## config.mk

```make
export PLATFORM = sky130hd
export DESIGN_NAME = mem_stage
export DESIGN_NICKNAME = d
export VERILOG_FILES = /design/src/rtl/core_types_pkg.sv /design/src/rtl/mem_lsu_align.sv /design/src/rtl/mem_stage.sv
export SDC_FILE = /design/constraint.sdc
export NUM_CORES = 1
export LEC_CHECK = 0
export CORE_AREA = 8 8 167 129
export DETAILED_ROUTE_END_ITERATION = 10
export DIE_AREA = 0 0 175 137
export PLACE_DENSITY = 0.95
export SETUP_SLACK_MARGIN = 0.15
export SYNTH_ARGS = -nofsm -noshare
export SYNTH_HDL_FRONTEND = slang
export SYNTH_HIERARCHICAL = 1
export SYNTH_SLANG_ARGS = --single-unit
```

## constraint.sdc

```tcl
create_clock -name clk_i -period 2.59 [get_ports clk_i]
set_input_delay 0.3885 -clock clk_i [delete_from_list [all_inputs] [get_ports clk_i]]
set_output_delay 0.3885 -clock clk_i [all_outputs]
set_load 0.02 [all_outputs]
```

## src/rtl/core_types_pkg.sv

```systemverilog
// Shared types for the execute -> memory -> writeback path.
//   execute_signals_t : instruction record handed over by execute
//   mem_state_e       : memory-stage FSM states
//   lsu_size_e        : funct3 encodings of load/store sizes
//   wb_signals_t      : writeback record produced by the memory stage
//   lsu_width()       : maps funct3 to an access width; undefined codes map to word
package core_types_pkg;

  localparam logic [6:0] OP_LOAD = 7'b0000011;

  typedef struct packed {
    logic        valid;
    logic [31:0] pc;
    logic [31:0] inst;
    logic [4:0]  rd;
    logic        reg_write;
    logic [31:0] result;
    logic        mem_write;
    logic [31:0] mem_addr;
    logic [31:0] mem_data;
  } execute_signals_t;

  typedef enum logic [1:0] {
    IDLE  = 2'd0,
    REQ   = 2'd1,
    WAIT  = 2'd2,
    DRAIN = 2'd3
  } mem_state_e;

  typedef enum logic [2:0] {
    LSU_LB  = 3'b000,
    LSU_LH  = 3'b001,
    LSU_LW  = 3'b010,
    LSU_LBU = 3'b100,
    LSU_LHU = 3'b101
  } lsu_size_e;

  typedef struct packed {
    logic        valid;
    logic [4:0]  rd;
    logic        reg_write;
    logic [31:0] data;
    logic [31:0] pc;
  } wb_signals_t;

  typedef enum logic [1:0] {
    ACC_BYTE = 2'd0,
    ACC_HALF = 2'd1,
    ACC_WORD = 2'd2
  } acc_width_e;

  // Stores only know SB/SH/SW; the unsigned load codes become word stores.
  function automatic acc_width_e lsu_width(input logic [2:0] funct3, input logic is_store);
    acc_width_e w;
    w = ACC_WORD;
    case (funct3)
      LSU_LB:  w = ACC_BYTE;
      LSU_LH:  w = ACC_HALF;
      LSU_LBU: w = is_store ? ACC_WORD : ACC_BYTE;
      LSU_LHU: w = is_store ? ACC_WORD : ACC_HALF;
      default: w = ACC_WORD;
    endcase
    return w;
  endfunction

endpackage

```

## src/rtl/mem_lsu_align.sv

```systemverilog
// Combinational lane steering for the memory stage.
//   funct3, is_store, offset : access size/sign and byte offset within the word
//   store_data -> be, wdata  : byte enables and lane-replicated store data
//   rdata      -> load_data  : extracted and sign/zero-extended load result
// Misaligned offsets are truncated to the access size (half: offset&2'b10, word: 0).
module mem_lsu_align
  import core_types_pkg::*;
(
  input  logic [2:0]  funct3,
  input  logic        is_store,
  input  logic [1:0]  offset,
  input  logic [31:0] store_data,
  output logic [3:0]  be,
  output logic [31:0] wdata,
  input  logic [31:0] rdata,
  output logic [31:0] load_data
);

  acc_width_e  width;
  logic [7:0]  byte_lane;
  logic [15:0] half_lane;

  always_comb begin
    width = lsu_width(funct3, is_store);
    be    = 4'b1111;
    wdata = store_data;
    case (width)
      ACC_BYTE: begin
        be    = 4'b0001 << offset;
        wdata = {4{store_data[7:0]}};
      end
      ACC_HALF: begin
        be    = 4'b0011 << {offset[1], 1'b0};
        wdata = {2{store_data[15:0]}};
      end
      default: begin
        be    = 4'b1111;
        wdata = store_data;
      end
    endcase
  end

  always_comb begin
    byte_lane = rdata[7:0];
    case (offset)
      2'd0:    byte_lane = rdata[7:0];
      2'd1:    byte_lane = rdata[15:8];
      2'd2:    byte_lane = rdata[23:16];
      default: byte_lane = rdata[31:24];
    endcase
    half_lane = offset[1] ? rdata[31:16] : rdata[15:0];

    load_data = rdata;
    case (funct3)
      LSU_LB:  load_data = {{24{byte_lane[7]}}, byte_lane};
      LSU_LBU: load_data = {24'b0, byte_lane};
      LSU_LH:  load_data = {{16{half_lane[15]}}, half_lane};
      LSU_LHU: load_data = {16'b0, half_lane};
      default: load_data = rdata;
    endcase
  end

endmodule

```

## src/rtl/mem_stage.sv

```systemverilog
// Memory-access stage: takes one execute record per handshake, runs loads and
// stores on a req/gnt/rvalid data memory, and emits one registered writeback
// record per retired instruction. Non-memory instructions retire next cycle.
//   clk_i, rst_ni            : clock, synchronous active-low reset
//   ex_i, ex_ready_o         : execute input and ready (ready only in IDLE)
//   flush_i                  : squash in-flight access, discard its writeback
//   dmem_req_o .. dmem_wdata_o : memory request channel
//   dmem_gnt_i, dmem_rvalid_i, dmem_rdata_i : memory grant/response
//   wb_*_o                   : writeback record (wb_valid_o is a 1-cycle pulse)
//   mem_err_o                : error pulse (timeout, or misalign when enabled)
// Build option: MEM_STAGE_MISALIGN_TRAP_EN traps misaligned half/word accesses
// instead of truncating the low address bits.
//
// state | meaning
// IDLE  | accepting; ALU ops retire next cycle
// REQ   | memory request held until granted
// WAIT  | granted, waiting for rvalid or timeout
// DRAIN | flushed after grant; swallow the response silently
module mem_stage
  import core_types_pkg::*;
#(
  parameter int TIMEOUT_CYCLES = 255,
  parameter int TIMEOUT_W      = 8
) (
  input  logic             clk_i,
  input  logic             rst_ni,
  input  execute_signals_t ex_i,
  output logic             ex_ready_o,
  input  logic             flush_i,
  output logic             dmem_req_o,
  input  logic             dmem_gnt_i,
  output logic             dmem_we_o,
  output logic [31:0]      dmem_addr_o,
  output logic [3:0]       dmem_be_o,
  output logic [31:0]      dmem_wdata_o,
  input  logic             dmem_rvalid_i,
  input  logic [31:0]      dmem_rdata_i,
  output logic             wb_valid_o,
  output logic [4:0]       wb_rd_o,
  output logic             wb_we_o,
  output logic [31:0]      wb_data_o,
  output logic [31:0]      wb_pc_o,
  output logic             mem_err_o
);

  mem_state_e           state, state_d;
  logic [TIMEOUT_W-1:0] cnt, cnt_d;
  logic                 timeout;
  logic                 is_load, is_mem, latch;

  logic [31:0] req_addr, req_data, req_pc;
  logic [2:0]  req_funct3;
  logic        req_store, req_reg_write;
  logic [4:0]  req_rd;

  wb_signals_t wb, wb_d;
  logic        err, err_d;

  logic [3:0]  lane_be;
  logic [31:0] lane_wdata, load_data;

  logic unused_inst_bits;
  assign unused_inst_bits = ^{ex_i.inst[31:15], ex_i.inst[11:7]};

  assign is_load = (ex_i.inst[6:0] == OP_LOAD);
  assign is_mem  = is_load | ex_i.mem_write;
  // Counter value sampled in the last WAIT/DRAIN cycle before giving up.
  assign timeout = (cnt == TIMEOUT_W'(TIMEOUT_CYCLES - 1));

`ifdef MEM_STAGE_MISALIGN_TRAP_EN
  acc_width_e ex_width;
  logic       misaligned;
  always_comb begin
    ex_width   = lsu_width(ex_i.inst[14:12], !is_load);
    misaligned = 1'b0;
    if (ex_width == ACC_HALF) misaligned = ex_i.mem_addr[0];
    if (ex_width == ACC_WORD) misaligned = (ex_i.mem_addr[1:0] != 2'b00);
  end
`endif

  mem_lsu_align u_align (
    .funct3     (req_funct3),
    .is_store   (req_store),
    .offset     (req_addr[1:0]),
    .store_data (req_data),
    .be         (lane_be),
    .wdata      (lane_wdata),
    .rdata      (dmem_rdata_i),
    .load_data  (load_data)
  );

  always_comb begin
    state_d = state;
    cnt_d   = cnt;
    latch   = 1'b0;
    wb_d    = '0;
    err_d   = 1'b0;
    case (state)
      IDLE: begin
        if (ex_i.valid && !flush_i) begin
          if (is_mem) begin
`ifdef MEM_STAGE_MISALIGN_TRAP_EN
            if (misaligned) begin
              wb_d.valid = 1'b1;
              wb_d.rd    = ex_i.rd;
              wb_d.pc    = ex_i.pc;
              err_d      = 1'b1;
            end else begin
              latch   = 1'b1;
              state_d = REQ;
            end
`else
            latch   = 1'b1;
            state_d = REQ;
`endif
          end else begin
            wb_d.valid     = 1'b1;
            wb_d.rd        = ex_i.rd;
            wb_d.pc        = ex_i.pc;
            wb_d.data      = ex_i.result;
            wb_d.reg_write = ex_i.reg_write && (ex_i.rd != 5'd0);
          end
        end
      end
      REQ: begin
        if (dmem_gnt_i) begin
          state_d = flush_i ? DRAIN : WAIT;
          cnt_d   = '0;
        end else if (flush_i) begin
          state_d = IDLE;
        end
      end
      WAIT: begin
        if (dmem_rvalid_i) begin
          state_d = IDLE;
          if (!flush_i) begin
            wb_d.valid     = 1'b1;
            wb_d.rd        = req_rd;
            wb_d.pc        = req_pc;
            wb_d.data      = req_store ? 32'd0 : load_data;
            wb_d.reg_write = !req_store && req_reg_write && (req_rd != 5'd0);
          end
        end else if (timeout) begin
          state_d = IDLE;
          if (!flush_i) begin
            wb_d.valid = 1'b1;
            wb_d.rd    = req_rd;
            wb_d.pc    = req_pc;
            err_d      = 1'b1;
          end
        end else begin
          cnt_d = cnt + 1'b1;
          if (flush_i) state_d = DRAIN;
        end
      end
      DRAIN: begin
        if (dmem_rvalid_i || timeout) state_d = IDLE;
        else                          cnt_d   = cnt + 1'b1;
      end
      default: state_d = IDLE;
    endcase
  end

  always_ff @(posedge clk_i) begin
    if (!rst_ni) begin
      state         <= IDLE;
      cnt           <= '0;
      wb            <= '0;
      err           <= 1'b0;
      req_addr      <= '0;
      req_data      <= '0;
      req_pc        <= '0;
      req_funct3    <= '0;
      req_store     <= 1'b0;
      req_reg_write <= 1'b0;
      req_rd        <= '0;
    end else begin
      state <= state_d;
      cnt   <= cnt_d;
      wb    <= wb_d;
      err   <= err_d;
      if (latch) begin
        req_addr      <= ex_i.mem_addr;
        req_data      <= ex_i.mem_data;
        req_pc        <= ex_i.pc;
        req_funct3    <= ex_i.inst[14:12];
        req_store     <= !is_load;
        req_reg_write <= ex_i.reg_write;
        req_rd        <= ex_i.rd;
      end
    end
  end

  assign ex_ready_o   = (state == IDLE);
  // Request fields are held at zero outside REQ so the bus is quiet when idle.
  assign dmem_req_o   = (state == REQ);
  assign dmem_we_o    = dmem_req_o & req_store;
  assign dmem_addr_o  = dmem_req_o ? {req_addr[31:2], 2'b00} : 32'd0;
  assign dmem_be_o    = dmem_req_o ? lane_be : 4'd0;
  assign dmem_wdata_o = dmem_req_o ? lane_wdata : 32'd0;

  assign wb_valid_o = wb.valid;
  assign wb_rd_o    = wb.rd;
  assign wb_we_o    = wb.reg_write;
  assign wb_data_o  = wb.data;
  assign wb_pc_o    = wb.pc;
  assign mem_err_o  = err;

endmodule

```

==> results_dict.tcl <==
set metrics [dict create \
    status "complete, no violations" \
    dr.pass1.iters 5 \
    cp.depth 7 \
    cp_num_buf_inv 3 \
    yosysWarnings 6 \
    fin_setup_tns_ns 0 \
    startpoint_type "flop" \
    cts_hold_buf 0 \
    gp_congestion 0.830 \
    dp_hpwl_um 21000 \
    synth_top_cell_area_share_pct 42.3 \
    synth_edf_count 0 \
    crit_slowest_cell "dfxtp_2" \
    cts_max_path_buffers 2 \
    die_w_um 175 \
    end_kind "primary output" \
    nets 1457 \
    rsz0062_at_grt "yes" \
    grt_pass1_wl_um 45600 \
    synth.area.top_cells "dfxtp_1 (42%), mux2i_1 (13%), nand2_1 (10%), a22o_1 (6.8%), and2_1 (4.8%)" \
    critical_path.cell_chain "or2_4 > a21oi_4 > buf_12 > buf_4 > mux2_1 > and2_1 > buf_2" \
    die_area_um2 24000 \
    antenna_found_initial 0 \
    critPathRequiredTime_ns 2.20 \
    layout_commonest_cell "clkdlybuf4s50_1" \
    rr_worst_depth 5 \
    grt_pass1_vias 8248 \
    finalCritPeriodShare_pct 94.5 \
    pwr-share-comb_pct 15.2 \
    p_sw_mw 1.91 \
    path_delay_family "simple AND/OR/NAND/NOR gates" \
    yosysTopAreaCell "dfxtp_1" \
    drv_cap 0 \
    grt_remaining_overflow 0 \
    synth_seq_cells 188 \
    synthArstFlopShare_pct 0 \
    setup_viol 0 \
    netlist_area_um2 8910 \
    core_um2 19000 \
    drt_wl_total_um 30200 \
    hold_depth 2 \
    h-tree-depth 4 \
    powerDensity_nw_per_um2 522 \
    fillers 1375 \
    final.setup_skew_ns 0.0153 \
    syn2layout_area_growth_pct 45.9 \
    slew_viol_final 0 \
    clk_latency_ns 0.43 \
    vias_per_cell 5.46 \
    wire_per_inst_um 19.9 \
    drt_iter0_drc 834 \
    postSynthCellCount 964 \
    hold_path.class "input port to flop" \
    arrival_ns 2.06 \
    peakVddDrop_mv 0.419 \
    cts_buffers 17 \
    start_util_pct 46.9 \
    fp-row-count 44 \
    tightest_slew_ns 0.907 \
    clk_pin_slew_ns 0.08 \
    p_int_mw 4.87 \
    fin_crit_ns 2.45 \
    drive_gt1_share_pct 9.98 \
    die_y_um 137 \
    grt_use_total_pct 23.7 \
    grt_max_degree 118 \
    hold_viol 0 \
    final_cell_mix "clkdlybuf4s50_1 (254), nand2_1 (245), dfxtp_1 (183)" \
    cpPeakStageDelay_ns 0.32 \
    cts_root_buf "clkbuf_16" \
    fmax_mhz 408 \
    critPathKind "flop to primary output" \
    cts.sinks 188 \
    seqPwrFrac_pct 44.7 \
    pin_count 348 \
    leakage_nw 5.62 \
    synth_ff_type "dfxtp_1" \
    clkPwrFrac_pct 40.1 \
    port-buffer-count 323 \
    ys_types 58 \
    cp_max_fo 6 \
    synth_area_per_cell_um2 9.24 \
    n_antenna_cell 0 \
    max_slew_margin_pct 39.5 \
    seq_area_frac_synth_pct 42.3 \
    num_vias 8273 \
    hold_ws_ns 0.217 \
    cts_tree "built" \
    antenna_left 0 \
    drc 0 \
    p_sw_share_pct 28.2 \
]
==> what timing repair did <==
item | CTS | global route
pin swaps | 1 | 1
gates resized for setup | 70 | 67
buffers inserted | 4 | 8
gates cloned | 1 | 1
endpoints found under the setup margin | 68 | 49
==> final timing paths <==
| path | from | to | slack, ns |
|---|---|---|---|
| hold / removal | rst_ni | state[0] | 0.22 |
| setup reg to reg | req_addr[0] | wb_data_o[4] | 0.61 |
| hold reg to reg | req_addr[25] | req_addr[25] | 0.45 |
| setup / recovery | req_funct3[0] | dmem_wdata_o[10] | 0.14 |
==> power groups by stage <==
stage / combinational (mW) / sequential [mW] / clock (mW)
3_3_place_gp: 0.956 / 3.09 / 0
3_5_place_dp: 0.982 / 3.09 / 0
5_1_grt: 1.10 / 3.04 / 2.89
6_report: 1.03 / 3.03 / 2.72
4_1_cts: 1.00 / 3.03 / 2.77
2_1_floorplan: 0.485 / 3.10 / 0
==> worst register-to-register path, stage by stage, from the launching register on <==
cell	delay, ns
dfxtp_1	0.54
buf_4	0.26
mux4_2	0.51
or2_0	0.21
o311a_1	0.13
a22o_1	0.21
==> sequential cells by signal, indices dropped and copies added, names as in the netlist <==
name / count
req_addr: 32
req_data: 32
req_pc: 32
wb_data_o: 32
wb_pc_o: 32
cnt: 8
req_rd: 5
wb_rd_o: 5
req_funct3: 3
state: 2
mem_err_o: 1
req_reg_write: 1
req_store: 1
wb_valid_o: 1
wb_we_o: 1
==> area by class of cell <==
cell class	count	area (µm²)	area share, %
multi-input combinational	684	4630	35.6
sequential	188	3770	29.0
timing repair buffer	354	3620	27.9
clock buffer	17	425	3.27
tap	253	317	2.44
clock inverter	15	209	1.61
inverter	5	18.8	0.144
==> cells by family (layout without fill, tap and decap cells) <==
kind of cell,Yosys count,count (layout),synth area share (%)
other,1,2,0.0421
DFF,188,188,42.3
and+or+nand+nor,382,382,19.7
xor gates and xnor gates,1,1,0.0983
muxes,142,142,17.2
AOI/OAI and AO/OA,155,155,14.0
adders and majority gates,2,2,0.281
buffers and inverters,93,391,6.41
==> stage by stage <==
| step | util, % | power, mW | worst slack (ns) | std cells | area (µm²) |
|---|---|---|---|---|---|
| 2_1_floorplan | - | 3.59 | 0.757 | 965 | 8910 |
| 3_3_place_gp | 63.9 | 4.04 | 0.206 | 1470 | 12100 |
| 3_5_place_dp | 63.9 | 4.08 | 0.182 | 1470 | 12100 |
| 4_1_cts | 67.4 | 6.80 | 0.0139 | 1507 | 12800 |
| 5_1_grt | 68.4 | 7.03 | 0.0575 | 1516 | 13000 |
| 6_report | 68.4 | 6.78 | 0.142 | 1516 | 13000 |
==> Yosys cell counts (8+ instances only) <==
cell type / n
mux2_2: 17
buf_2: 15
o21bai_1: 8
nand2_1: 245
a21oi_1: 13
or2_0: 9
buf_4: 16
mux2i_1: 116
nor2_1: 17
and2_1: 68
dfxtp_1: 188
a22o_1: 69
nor2b_1: 9
nand3_1: 11
o211ai_1: 17
buf_6: 19
clkbuf_1: 37
==> per-layer routing <==
layer / track usage, % / routed length [µm] / up-vias
met3: 8.82 / 2870 / 39
li1: - / - / 3894
met4: 6.95 / 482 / 0
met2: 39.9 / 14600 / 386
met1: 27.9 / 12200 / 3954
met5: 0 / 0 / -
Power figures use the tool's default switching activity.
